### src/rtl/lfsr_run_ctrl.sv
// Run sequencer for the LFSR pattern-detector datapath: seeds, clears, steps and captures one run.
// Optional abort input is enabled by defining LFSR_RUN_ABORT_EN.
module lfsr_run_ctrl #(
  parameter int LFSR_W = 16,
  parameter int CNT_W  = 8,
  parameter int STEP_W = 17
) (
  input  logic              clk_i,
  input  logic              reset_i,
  input  logic              start_i,
  input  logic [LFSR_W-1:0] seed_i,
  input  logic [STEP_W-1:0] step_limit_i,
  input  logic              max_tick_i,
  input  logic [CNT_W-1:0]  det_count_i,
`ifdef LFSR_RUN_ABORT_EN
  input  logic              abort_i,
`endif
  output logic              lfsr_load_o,
  output logic [LFSR_W-1:0] lfsr_seed_o,
  output logic              lfsr_en_o,
  output logic              det_clr_o,
  output logic              busy_o,
  output logic              done_o,
  output logic              wrapped_o,
  output logic [CNT_W-1:0]  result_o
);

  typedef enum logic [2:0] {
    S_IDLE,
    S_LOAD,
    S_RUN,
    S_CAPTURE,
    S_DONE
  } state_e;

  state_e            state_q, state_d;
  logic [LFSR_W-1:0] seed_q, seed_d;
  logic [STEP_W-1:0] limit_q, limit_d;
  logic [STEP_W-1:0] step_q, step_d;
  logic              cause_q, cause_d;
  logic [CNT_W-1:0]  result_q, result_d;
  logic              wrapped_q, wrapped_d;

  logic              limitHit;
  logic              abortReq;

  assign limitHit = (limit_q != '0) && (step_q == (limit_q - STEP_W'(1)));

`ifdef LFSR_RUN_ABORT_EN
  assign abortReq = abort_i;
`else
  assign abortReq = 1'b0;
`endif

  always_ff @(posedge clk_i) begin
    if (reset_i) begin
      state_q   <= S_IDLE;
      seed_q    <= '0;
      limit_q   <= '0;
      step_q    <= '0;
      cause_q   <= 1'b0;
      result_q  <= '0;
      wrapped_q <= 1'b0;
    end else begin
      state_q   <= state_d;
      seed_q    <= seed_d;
      limit_q   <= limit_d;
      step_q    <= step_d;
      cause_q   <= cause_d;
      result_q  <= result_d;
      wrapped_q <= wrapped_d;
    end
  end

  always_comb begin
    state_d   = state_q;
    seed_d    = seed_q;
    limit_d   = limit_q;
    step_d    = step_q;
    cause_d   = cause_q;
    result_d  = result_q;
    wrapped_d = wrapped_q;

    case (state_q)
      S_IDLE: begin
        if (start_i) begin
          // An all-zero seed would lock the LFSR, so substitute 1.
          seed_d  = (seed_i == '0) ? LFSR_W'(1) : seed_i;
          limit_d = step_limit_i;
          state_d = S_LOAD;
        end
      end
      S_LOAD: begin
        step_d  = '0;
        cause_d = 1'b0;
        state_d = abortReq ? S_CAPTURE : S_RUN;
      end
      S_RUN: begin
        if (step_q != '1) begin
          step_d = step_q + STEP_W'(1);
        end
        if (max_tick_i || limitHit || abortReq) begin
          cause_d = max_tick_i;
          state_d = S_CAPTURE;
        end
      end
      S_CAPTURE: begin
        result_d  = det_count_i;
        wrapped_d = cause_q;
        state_d   = S_DONE;
      end
      S_DONE: begin
        state_d = S_IDLE;
      end
      default: begin
        state_d = S_IDLE;
      end
    endcase
  end

  assign lfsr_load_o = (state_q == S_LOAD);
  assign det_clr_o   = (state_q == S_LOAD);
  assign lfsr_en_o   = (state_q == S_RUN);
  assign busy_o      = (state_q != S_IDLE);
  assign done_o      = (state_q == S_DONE);
  assign lfsr_seed_o = seed_q;
  assign wrapped_o   = wrapped_q;
  assign result_o    = result_q;

endmodule
### config.mk
export PLATFORM = sky130hd
export DESIGN_NAME = lfsr_run_ctrl
export DESIGN_NICKNAME = d
export VERILOG_FILES = /design/src/rtl/lfsr_run_ctrl.sv
export SDC_FILE = /design/constraint.sdc
export NUM_CORES = 1
export LEC_CHECK = 0
export CORE_MARGIN = 2
export CORE_UTILIZATION = 48
export DETAILED_ROUTE_END_ITERATION = 8
export GPL_TIMING_DRIVEN = 0
export PLACE_DENSITY = 0.79
export SKIP_LAST_GASP = 1
export SLEW_MARGIN = 40
export SYNTH_ARGS = -nofsm -noshare
export SYNTH_HDL_FRONTEND = slang
export SYNTH_SLANG_ARGS = --single-unit
### constraint.sdc
create_clock -name clk_i -period 6.8 [get_ports clk_i]
set_clock_uncertainty 0.2 [all_clocks]
set_input_delay 1.36 -clock clk_i [delete_from_list [all_inputs] [get_ports clk_i]]
set_output_delay 1.36 -clock clk_i [all_outputs]
set_load 0.02 [all_outputs]
# Word level (Yosys, flattened, before mapping)
# Cells that the tools add are included.
dict set report classes {
  muxes 8
  n_reduce_logical 11
  eq_ne 9
  addsub 2
}
# operator n
set op_table {}
lappend op_table {{$pmux W17 S2} 1}
lappend op_table {{$add A17 B1 Y17 const B} 1}
lappend op_table {{$eq A17 B17 Y1} 1}
lappend op_table {{$mux W17} 1}
lappend op_table {{$ne A17 B17 Y1 const B} 1}
lappend op_table {{$reduce_bool A17 Y1} 1}
lappend op_table {{$sub A17 B1 Y17 const B} 1}
lappend op_table {{$logic_not A16 Y1} 1}
lappend op_table {{$mux W16} 1}
lappend op_table {{$pmux W3 S4} 1}
lappend op_table {{$reduce_and A2 Y1} 4}
lappend op_table {{$eq A3 B2 Y1 const B} 2}
lappend op_table {{$mux W3} 2}
lappend op_table {{$ne A2 B1 Y1 const B} 2}
lappend op_table {{$eq A3 B1 Y1 const B} 1}
lappend op_table {{$eq A3 B3 Y1 const B} 1}
lappend op_table {{$logic_not A3 Y1} 1}
lappend op_table {{$reduce_bool A3 Y1} 1}
lappend op_table {{$ne A2 B2 Y1 const B} 1}
lappend op_table {{$pmux W1 S2} 1}
lappend op_table {{$reduce_bool A2 Y1} 1}
lappend op_table {{$logic_and A1 B1 Y1} 1}
lappend op_table {{$logic_or A1 B1 Y1} 1}
lappend op_table {{$mux W1} 1}
dict set report totals {
  ff_bits 63
  elab_cells 37
  in_bits 45
  out_inout_bits 30
}

# Longest topological paths before layout
dict set report depth {
  word_depth 6
  depth_mapped 10
}

# Least setup slack after synthesis
# No wires, ideal clock.
dict set report synth_timing {
  path_kind {input to register}
  startpoint {input seed_i[8]}
  endpoint {register seed_q[0] (netlist: lfsr_seed_o[0])}
  path_buffers 0
  t_required_ps 6522
  path_stages 4
  setup_slack_ps 4236
  t_arrival_ps 2286
  path_cell_list {or4_1 > nor4_1 > a311oi_1 > nor3_1}
}
dict set report synth_via {
  elab_chain_len 2
}
# item line
set synth_lines {}
lappend synth_lines {{from (decl)} 11} ;# input logic [LFSR_W-1:0] seed_i,
lappend synth_lines {{$logic_not A16 Y1} 88} ;# seed_d = (seed_i == '0) ? LFSR_W'(1) : seed_i;
lappend synth_lines {{$mux W16} 88}
lappend synth_lines {{to (signal assigned)} 58} ;# seed_q <= '0;
lappend synth_lines {{to (signal assigned)} 66} ;# seed_q <= seed_d;
lappend synth_lines {{to (decl)} 37} ;# logic [LFSR_W-1:0] seed_q, seed_d;
# No other way between the ends.
# A chain may end at the register's enable or synchronous reset.

# Final worst setup path
dict set report layout_timing {
  startpoint {register state_q[1]}
  endpoint {output lfsr_load_o}
}
dict set report layout_via {
  elab_chain_len 1
}
# item line
set layout_lines {}
lappend layout_lines {{from (decl)} 36} ;# state_e state_q, state_d;
lappend layout_lines {{from (signal assigned)} 65} ;# state_q <= state_d;
lappend layout_lines {{$eq A3 B1 Y1} 121} ;# assign lfsr_load_o = (state_q == S_LOAD);
lappend layout_lines {{to (decl)} 18} ;# output logic lfsr_load_o,
# No other way between the ends.

==> impl_metrics.ini <==
[yosys]
synth_edf_count = 0
yosys.area.top_type = dfxtp_1
seq_area_frac_synth_pct = 40.7
ys.flop_type = dfxtp_1
ys_ff_latch = 63
synth_area_mm2 = 0.00310
synthCells = 383
synthArstFlopShare_pct = 0
syn-num-nets = 431
yosysWarnings = 0
avgSynthCellArea_um2 = 8.09
synth_area_leaders = dfxtp_1 41%, nand2_1 9.6%, a21oi_1 6.3%, nor2_1 5.5%, xnor2_1 5.4%
yosysTopAreaCellShare_pct = 40.7
ys_types = 48

[timing]
maxSlewViolCount = 0
rsz0062_at_grt = false
max_freq_ghz = 0.302
period_minus_slack_ps = 3310
tns_ps = 0
setup_viol = 0
tightest_slew_ps = 656
period_share_pct = 48.7
max_slew_margin_pct = 56.3
hold_viol_final = 0

[critical_path]
cp-end-kind = output port
crit_required_ps = 5240
setup.worst_path.class = reg2out
path_max_fanout = 7
cp.arrival_ps = 1750
r2r_slack_ps = 3870
start_kind = register

[cells_and_area]
areaGrowthSynthToFinish_pct = 32.3
nets = 516
antennaDiodeCount = 0
final_cell_mix = 79 x nand2_1, 74 x clkdlybuf4s50_1, 63 x dfxtp_1
drive_above_1_share_pct = 5.94
finalCoreUtilization_pct = 64.9
final_common_cell = nand2_1

[placement]
dpl.hpwl_um = 5780
port_buffers = 74
place_congestion = 0.881

[clock_network]
htree_levels = 3
root_buffer = clkbuf_8
clkSlewWorstSetupHoldPaths_ps = 70
cts_buffers = 9
cts_buffer_depth = 2
postCtsSetupBuffers = 0
cts_resized = 0
cts_tree = built
holdBufCountCts = 0
clkSinkCount = 63
clock_latency_ps = 330

[power]
power.leakage_uw = 0.00156
peakVddDrop_mv = 0.137
powerDensity_mw_per_mm2 = 219

[die]
coreArea_mm2 = 0.00631
pin_count = 75
initial_core_util_pct = 49.1
die_y_um = 84.4
num_rows = 29
die_area_mm2 = 0.00712
die_width_um = 84.4

[routing]
postRouteAntennaNets = 0
routed_wl_um = 7540
vias_per_cell = 5.32
drt-pass1-iter-count = 4
drtIter0Drc = 109
dr_total_vias = 2916
remaining_drc_errors = 0
wire_per_inst_um = 13.8

[grt]
gr-usage-all-layers_pct = 21.4
grt_pass1_wl_um = 12500
grt-ovfl-total = 0
grt_pass1_vias = 2825
grt_max_degree = 11
antenna_found_initial = 0

[min_path]
hold_class = reg2reg

[run_status]
status = completed

[job]
max_cap_violations = 0
-- kinds of logic (layout without fill, tap and decap cells) --
family | count (synthesis) | count (layout) | share of synthesized area [%]
XOR/XNOR | 32 | 32 | 9.04
multiplexers | 10 | 10 | 3.23
flip-flops | 63 | 63 | 40.7
AO/OA/AOI/OAI | 62 | 62 | 12.1
buffers and inverters | 29 | 117 | 4.36
AND/OR/NAND/NOR | 184 | 184 | 29.3
adder cells (fa/ha/maj) | 3 | 3 | 1.21
-- flip-flops by register name, summed over array words and instances (netlist names) --
register	cells
lfsr_seed_o	16
step_q	17
limit_q	17
wrapped_o	1
cause_q	1
state_q	3
result_o	8
-- Yosys cell counts, types with 2 or more instances --
cell type	n
clkbuf_1	15
nand3b_1	2
inv_1	8
nor2_1	45
nand2_1	79
nand2b_1	3
nor4_4	3
mux2i_1	10
dfxtp_1	63
nor2b_1	3
or4_4	2
nor3b_1	3
a21oi_1	39
xor2_1	13
clkbuf_8	2
nor4_1	9
nand4_1	6
or4_1	3
nand3_1	5
a22oi_1	2
or3_1	3
o21ai_0	5
o211ai_1	2
and3_1	2
o31a_1	2
ha_1	3
o21a_1	2
xnor2_1	19
a31oi_1	2
nor3_1	10
-- critical path: stages (launching register included) --
cell and delay [ps]:
dfxtp_1 370, nor2_1 100, nand2_1 130, inv_1 120
buf_4 110, clkdlybuf4s50_1 590
-- cell type report --
type / count / area, um2
Timing Repair Buffer: 74 / 741
Tap cell: 77 / 96.3
Inverter: 8 / 30.0
Clock inverter: 1 / 5.00
Fill cell: 586 / 2210
Buffer: 21 / 105
Sequential cell: 63 / 1260
Clock buffer: 13 / 159
Multi-Input combinational cell: 291 / 1700
-- metrics by stage --
stage / std cells / worst slack [ps] / cell area (um2) / power, uW / hold slack (ps)
after floorplan: 383 / 4240 / 3100 / 547 / 244
after global placement: 534 / 3640 / 3940 / 619 / 243
after detailed placement: 534 / 3610 / 3940 / 625 / 251
after CTS: 548 / 3480 / 4100 / 905 / 260
after global routing: 548 / 3380 / 4100 / 943 / 277
final: 548 / 3490 / 4100 / 898 / 259
-- where the power goes --
| part | total [uW] | internal, uW | switching, uW | leakage, uW |
|---|---|---|---|---|
| clock | 280 | 148 | 132 | 0.0000854 |
| combinational | 210 | 101 | 109 | 0.000962 |
| sequential | 408 | 388 | 20.1 | 0.000513 |
| total | 898 | 636 | 262 | 0.00156 |
-- path summary, 6_finish.rpt --
check / startpoint / end / cells after the start
worst max-delay path: state_q[1]$_SDFFE_PP0P_ / lfsr_load_o / 5
worst min-delay path: lfsr_seed_o[4]$_SDFFE_PP0P_ / lfsr_seed_o[4]$_SDFFE_PP0P_ / 2
worst max register to register: step_q[2]$_SDFFE_PP0P_ / step_q[11]$_SDFFE_PP0P_ / 10
worst min register to register: lfsr_seed_o[4]$_SDFFE_PP0P_ / lfsr_seed_o[4]$_SDFFE_PP0P_ / 2
-- layer usage --
layer | track usage, % | share of wire, % | vias to the layer above | wire [um]
li1 | - | - | 1484 | -
met1 | 26.1 | 44 | 1345 | 3350
met2 | 35.6 | 47 | 74 | 3580
met3 | 7.77 | 7.0 | 13 | 531
met4 | 5.92 | 1.0 | 0 | 78
met5 | 0 | 0 | - | 0
(Power assumes the default switching activity.)
